`src/rtl/ti_sbox_pkg.sv`:
```
// Shared types for the 4-share threshold-implementation S-box round-1/round-2 pipeline.
// Optional remasking of the captured shares is enabled with TI_SBOX_REMASK_EN.
package ti_sbox_pkg;

  localparam int NSHARES_DEF = 4;
  localparam int NBITS_DEF   = 4;

  typedef logic [NBITS_DEF-1:0]   share_t;
  typedef logic [2*NBITS_DEF-1:0] idx_t;

  typedef enum logic [1:0] {
    EMPTY = 2'd0,
    ONE   = 2'd1,
    TWO   = 2'd2
  } state_t;

endpackage

```
`src/rtl/ti_sbox_r1r2_pipe_remask.sv`:
```
// Sum-preserving share remask: each fresh random nibble is XORed into two adjacent shares,
// so it cancels in the unshared value. Purely combinational; used only with TI_SBOX_REMASK_EN.
module ti_share_remask
  import ti_sbox_pkg::*;
#(
  parameter int NSHARES = NSHARES_DEF,
  parameter int NBITS   = NBITS_DEF
) (
  input  logic [NSHARES*NBITS-1:0]     shares,
  input  logic [(NSHARES-1)*NBITS-1:0] rnd,
  output logic [NSHARES*NBITS-1:0]     masked
);

  for (genvar i = 0; i < NSHARES; i++) begin : g_share
    if (i == 0) begin : g_first
      assign masked[i*NBITS +: NBITS] = shares[i*NBITS +: NBITS] ^ rnd[i*NBITS +: NBITS];
    end else if (i == NSHARES-1) begin : g_last
      assign masked[i*NBITS +: NBITS] = shares[i*NBITS +: NBITS] ^ rnd[(i-1)*NBITS +: NBITS];
    end else begin : g_mid
      assign masked[i*NBITS +: NBITS] = shares[i*NBITS +: NBITS]
                                        ^ rnd[(i-1)*NBITS +: NBITS]
                                        ^ rnd[i*NBITS +: NBITS];
    end
  end

endmodule

```
`src/rtl/ti_sbox_r1r2_pipe.sv`:
```
// Glitch-barrier register stage between TI S-box rounds with a 2-entry skid buffer; 1-cycle latency,
// s_ready registered (drops only when the skid is full). Remask option: TI_SBOX_REMASK_EN.
module ti_sbox_r1r2_pipe
  import ti_sbox_pkg::*;
#(
  parameter int NSHARES = NSHARES_DEF,
  parameter int NBITS   = NBITS_DEF,
  parameter int CNT_W   = 16
) (
  input  logic                           clk,
  input  logic                           rst,
  input  logic                           flush,
  input  logic                           s_valid,
  output logic                           s_ready,
  input  logic [NSHARES*NBITS-1:0]       s_shares,
`ifdef TI_SBOX_REMASK_EN
  input  logic [(NSHARES-1)*NBITS-1:0]   rnd,
`endif
  output logic                           m_valid,
  input  logic                           m_ready,
  output logic [NSHARES*2*NBITS-1:0]     m_idx,
  output logic [CNT_W-1:0]               txn_cnt
);

  localparam int SW = NSHARES*NBITS;

  state_t        state;
  logic [SW-1:0] din;
  logic [SW-1:0] main_q;
  logic [SW-1:0] skid_q;
  logic          accept;
  logic          pop;

`ifdef TI_SBOX_REMASK_EN
  ti_share_remask #(
    .NSHARES (NSHARES),
    .NBITS   (NBITS)
  ) u_remask (
    .shares (s_shares),
    .rnd    (rnd),
    .masked (din)
  );
`else
  assign din = s_shares;
`endif

  assign accept = s_valid && s_ready;
  assign pop    = m_valid && m_ready;

  always_ff @(posedge clk or posedge rst) begin
    if (rst) begin
      state   <= EMPTY;
      main_q  <= '0;
      skid_q  <= '0;
      m_valid <= 1'b0;
      s_ready <= 1'b0;
      txn_cnt <= '0;
    end else begin
      // Counted even when a flush discards the data in the same cycle.
      if (accept)
        txn_cnt <= txn_cnt + {{(CNT_W-1){1'b0}}, 1'b1};

      if (flush) begin
        state   <= EMPTY;
        main_q  <= '0;
        skid_q  <= '0;
        m_valid <= 1'b0;
        s_ready <= 1'b1;
      end else begin
        case (state)
          EMPTY: begin
            s_ready <= 1'b1;
            if (accept) begin
              main_q  <= din;
              m_valid <= 1'b1;
              state   <= ONE;
            end
          end
          ONE: begin
            if (accept && pop) begin
              main_q <= din;
            end else if (accept) begin
              skid_q  <= din;
              s_ready <= 1'b0;
              state   <= TWO;
            end else if (pop) begin
              m_valid <= 1'b0;
              state   <= EMPTY;
            end
          end
          TWO: begin
            if (pop) begin
              main_q  <= skid_q;
              s_ready <= 1'b1;
              state   <= ONE;
            end
          end
          default: begin
            m_valid <= 1'b0;
            s_ready <= 1'b1;
            state   <= EMPTY;
          end
        endcase
      end
    end
  end

  // Index j pairs share j with its cyclic neighbour; only register bits feed m_idx.
  for (genvar j = 0; j < NSHARES; j++) begin : g_idx
    assign m_idx[j*2*NBITS +: 2*NBITS] = {main_q[((j+1)%NSHARES)*NBITS +: NBITS],
                                          main_q[j*NBITS +: NBITS]};
  end

endmodule

```
`config.mk`:
```
export PLATFORM = sky130hd
export DESIGN_NAME = ti_sbox_r1r2_pipe
export DESIGN_NICKNAME = d
export VERILOG_FILES = /design/src/rtl/ti_sbox_pkg.sv /design/src/rtl/ti_sbox_r1r2_pipe_remask.sv /design/src/rtl/ti_sbox_r1r2_pipe.sv
export SDC_FILE = /design/constraint.sdc
export NUM_CORES = 1
export LEC_CHECK = 0
export BUFFER_PORTS_ARGS = -buffer_cell sky130_fd_sc_hd__buf_2
export CAP_MARGIN = 20
export CORE_MARGIN = 2
export CORE_UTILIZATION = 54
export CTS_BUF_LIST = sky130_fd_sc_hd__clkbuf_8
export CTS_CLUSTER_SIZE = 20
export DETAILED_ROUTE_END_ITERATION = 7
export GPL_TIMING_DRIVEN = 0
export PLACE_DENSITY = 0.88
export SYNTH_ARGS = -nofsm -noshare
export SYNTH_HDL_FRONTEND = slang
export SYNTH_HIERARCHICAL = 1
export SYNTH_SLANG_ARGS = --single-unit
```
`constraint.sdc`:
```
create_clock -name clk -period 1.8 [get_ports clk]
set_input_delay 0.18 -clock clk [delete_from_list [all_inputs] [get_ports clk]]
set_output_delay 0.18 -clock clk [all_outputs]
set_load 0.05 [all_outputs]
```
==> results.json <==
{
  "synthCells": 238,
  "synthAdderAreaFrac_pct": 2.43,
  "rows": 25,
  "numPortBuffers": 70,
  "dieHeight_um": 73.0,
  "fin_area_mm2": 0.00327,
  "cts_tree": "yes",
  "min_path_cells": 3,
  "fin_cells": 380,
  "grt_start_max_net_pins": 32,
  "comb_power_share_pct": 56.6,
  "overflow": 0,
  "p_per_area_mw_per_mm2": 1820,
  "syn_area_mm2": 0.00257,
  "numPlacedInstances": 363,
  "start_util_pct": 55.1,
  "p_leak_nw": 1.59,
  "drt_wl_total_mm": 5.36,
  "dp_hpwl_mm": 3.64,
  "root_buffer": "clkbuf_8",
  "worstSetupPathType": "flip-flop to flip-flop",
  "fill_cells": 352,
  "area_growth_pct": 27.3,
  "ant_nets": 0,
  "drc": 0,
  "grtUsageTotal_pct": 20.6,
  "r2r_end": "main_q[7]$_DFFE_PP0P_",
  "required_ns": 2.04,
  "ys_top_cells_by_area": "dfrtp_1 51%, nand2_1 6.4%, mux2i_1 6.2%",
  "cts_sinks": 52,
  "dieArea_mm2": 0.00533,
  "worstPathArrival_ns": 2.01,
  "synth_compound_area_share_pct": 13.5,
  "critPathLaunchType": "flip-flop",
  "grt_pass1_wl_mm": 8.54,
  "rsz0062_at_grt": "true",
  "die_w_um": 73.0,
  "synth.area.mux_share_pct": 7.55,
  "worstSetupEndpointType": "flip-flop",
  "slew_headroom_pct": 68.0,
  "dr_total_vias": 1994,
  "setup_viol": 0,
  "worst_pin_slew_ns": 0.480,
  "timing.reg2reg.setup_slack_ns": 0.03,
  "clock_latency_ns": 0.31,
  "ys_types": 38,
  "clockBufferDepth": 2,
  "syn_area_per_cell_um2": 10.8,
  "drt_iter0_drc": 113,
  "seq_power_share_pct": 29.6,
  "wl_per_cell_um": 14.1,
  "switchingPower_mw": 2.98,
  "placed_area_mm2": 0.00301,
  "io_pins": 71,
  "yosysTopAreaCell": "dfrtp_1",
  "fmax_mhz": 565,
  "met2_usage_pct": 32.1,
  "min_period_over_period_pct": 98.3,
  "final_layout_size_suffix_gt1_share_pct": 39.6,
  "synth_commonest_cells": "52 x dfrtp_1, 44 x nand2_1, 18 x buf_4, 16 x a21oi_1, 16 x mux2i_1",
  "viasPerCell": 5.25,
  "status": "complete, no violations",
  "worstHoldPathType": "input pin to flip-flop",
  "hold-path-endpoint": "skid_q[2]$_DFFE_PP0P_",
  "seq_area_frac_synth_pct": 50.6,
  "maxSlewViolCount": 0,
  "maxCapViolations": 0,
  "max-vdd-ir-drop_mv": 1.21,
  "layout_min_cycle_time_ns": 1.77,
  "pwr-share-clk_pct": 13.7,
  "synth_top_family_by_area": "compound AO/OA/AOI/OAI gates",
  "crit_fanout": 8,
  "r2r_start": "state[1]$_DFFE_PP0P_",
  "use_met3_pct": 4.28,
  "htreeDepth": 2,
  "layout.nets": 351,
  "switching_share_pct": 49.9,
  "synth_xor_area_share_pct": 5.11,
  "yosysMostFrequentCell": "dfrtp_1",
  "core-area_mm2": 0.00466,
  "synth-async-reset-ratio_pct": 100,
  "synth_edf_count": 0,
  "cts_buffers": 5,
  "gp_congestion": 0.764,
  "syn_nets": 264,
  "drtPass1Iterations": 4,
  "cts.clk_slew.worst_paths_ns": 0.10,
  "hold_ws_ns": 0.101,
  "diodes": 0,
  "grt_antenna_before_repair": 0,
  "hold_viol_final": 0,
  "synthFlopType": "dfrtp_1",
  "fin_setup_tns_ns": 0,
  "use_met1_pct": 29.4,
  "min_from": "s_shares[2]",
  "ys_ff_latch": 52,
  "fin_worst_skew_ns": 0.00827,
  "yosysTopAreaCellShare_pct": 50.6,
  "grt_pass1_vias": 1821,
  "synth_simple_gate_area_share_pct": 12.7,
  "synth-warning-count": 6,
  "top_usage_layer": "met2",
  "p_int_mw": 2.99,
  "worstRegToRegCells": 7
}
-- final cells by class --
type	count	area (um^2)	share of cell area [%]
tap	54	67.6	2.07
timing repair buffer	81	452	13.8
clock inverter	3	46.3	1.42
sequential	52	1300	39.8
clock buffer	5	68.8	2.10
multi-input combinational	154	1120	34.3
buffer	24	185	5.66
inverter	7	26.3	0.803
-- registers in the layout, indices dropped and copies added, names as in the netlist --
name / cells
main_q: 16
m_valid: 1
s_ready: 1
state: 2
skid_q: 16
txn_cnt: 16
-- cell usage in the layout (no fill, tap or decap), types with 5 or more instances in the layout --
cell type,n
a21oi_1,16
buf_2,71
buf_4,25
clkbuf_8,5
dfrtp_1,51
inv_1,5
mux2i_1,16
nand2_1,44
nor2_1,6
o2bb2ai_1,15
xnor2_1,11
-- logic make-up (layout without fill, tap and decap cells) --
logic type | Yosys count | after routing
buffers and inverters | 32 | 120
multiplexers | 19 | 19
adder cells (fa/ha/maj) | 5 | 5
XOR/XNOR | 15 | 15
AO/OA/AOI/OAI | 45 | 45
AND/OR/NAND/NOR | 70 | 70
flip-flops | 52 | 52
-- worst max-delay path by stage --
stage | from | to | slack [ns] | depth (start not counted)
floorplan | txn_cnt[0]$_DFFE_PP0P_ | txn_cnt[10]$_DFFE_PP0P_ | 0.04 | 5
global placement | rst | main_q[8]$_DFFE_PP0P_ | -0.26 | 2
detailed placement | state[1]$_DFFE_PP0P_ | main_q[7]$_DFFE_PP0P_ | -0.12 | 7
CTS | state[1]$_DFFE_PP0P_ | main_q[7]$_DFFE_PP0P_ | -0.005 | 7
global route | state[1]$_DFFE_PP0P_ | state[1]$_DFFE_PP0P_ | -0.07 | 6
finish | state[1]$_DFFE_PP0P_ | main_q[7]$_DFFE_PP0P_ | 0.03 | 7
-- routing by layer --
metal,part of all wire [%],wire length [um],vias up
met5,0,0,-
met4,1.0,56,0
met3,4.1,219,6
met2,48,2550,55
met1,47,2530,951
li1,-,-,982
-- what timing repair did --
item,in CTS,in global routing
setup buffers,0,8
pin swaps,0,1
gates resized for setup,5,13
hold buffers,1,0
hold endpoints to repair,21,0
cloned,0,1
endpoints found under the setup margin,21,23
-- power by group through the flow --
stage / combinational, mW / clock, mW / sequential [mW]
floorplan: 1.64 / 0 / 2.59
global placement: 3.06 / 0 / 1.76
detailed placement: 3.11 / 0 / 1.78
CTS: 3.14 / 0.837 / 1.76
global route: 3.56 / 0.877 / 1.82
finish: 3.38 / 0.819 / 1.77
-- through the flow --
step / worst slack [ns] / utilization [%] / power, mW
6_report: 0.0306 / 70.2 / 5.96
4_1_cts: -0.00534 / 67.5 / 5.74
3_3_place_gp: -0.257 / 64.1 / 4.82
3_5_place_dp: -0.119 / 64.5 / 4.89
2_1_floorplan: 0.0386 / - / 4.23
5_1_grt: -0.0688 / 70.2 / 6.26
-- critical path: stages, from the launching register on --
cell and delay [ns]:
dfrtp_1 0.44, inv_2 0.11, ha_4 0.18, a21boi_4 0.25
o22ai_4 0.13, o21ai_4 0.29, buf_6 0.17, o2bb2ai_1 0.12
(Power assumes the default switching activity.)
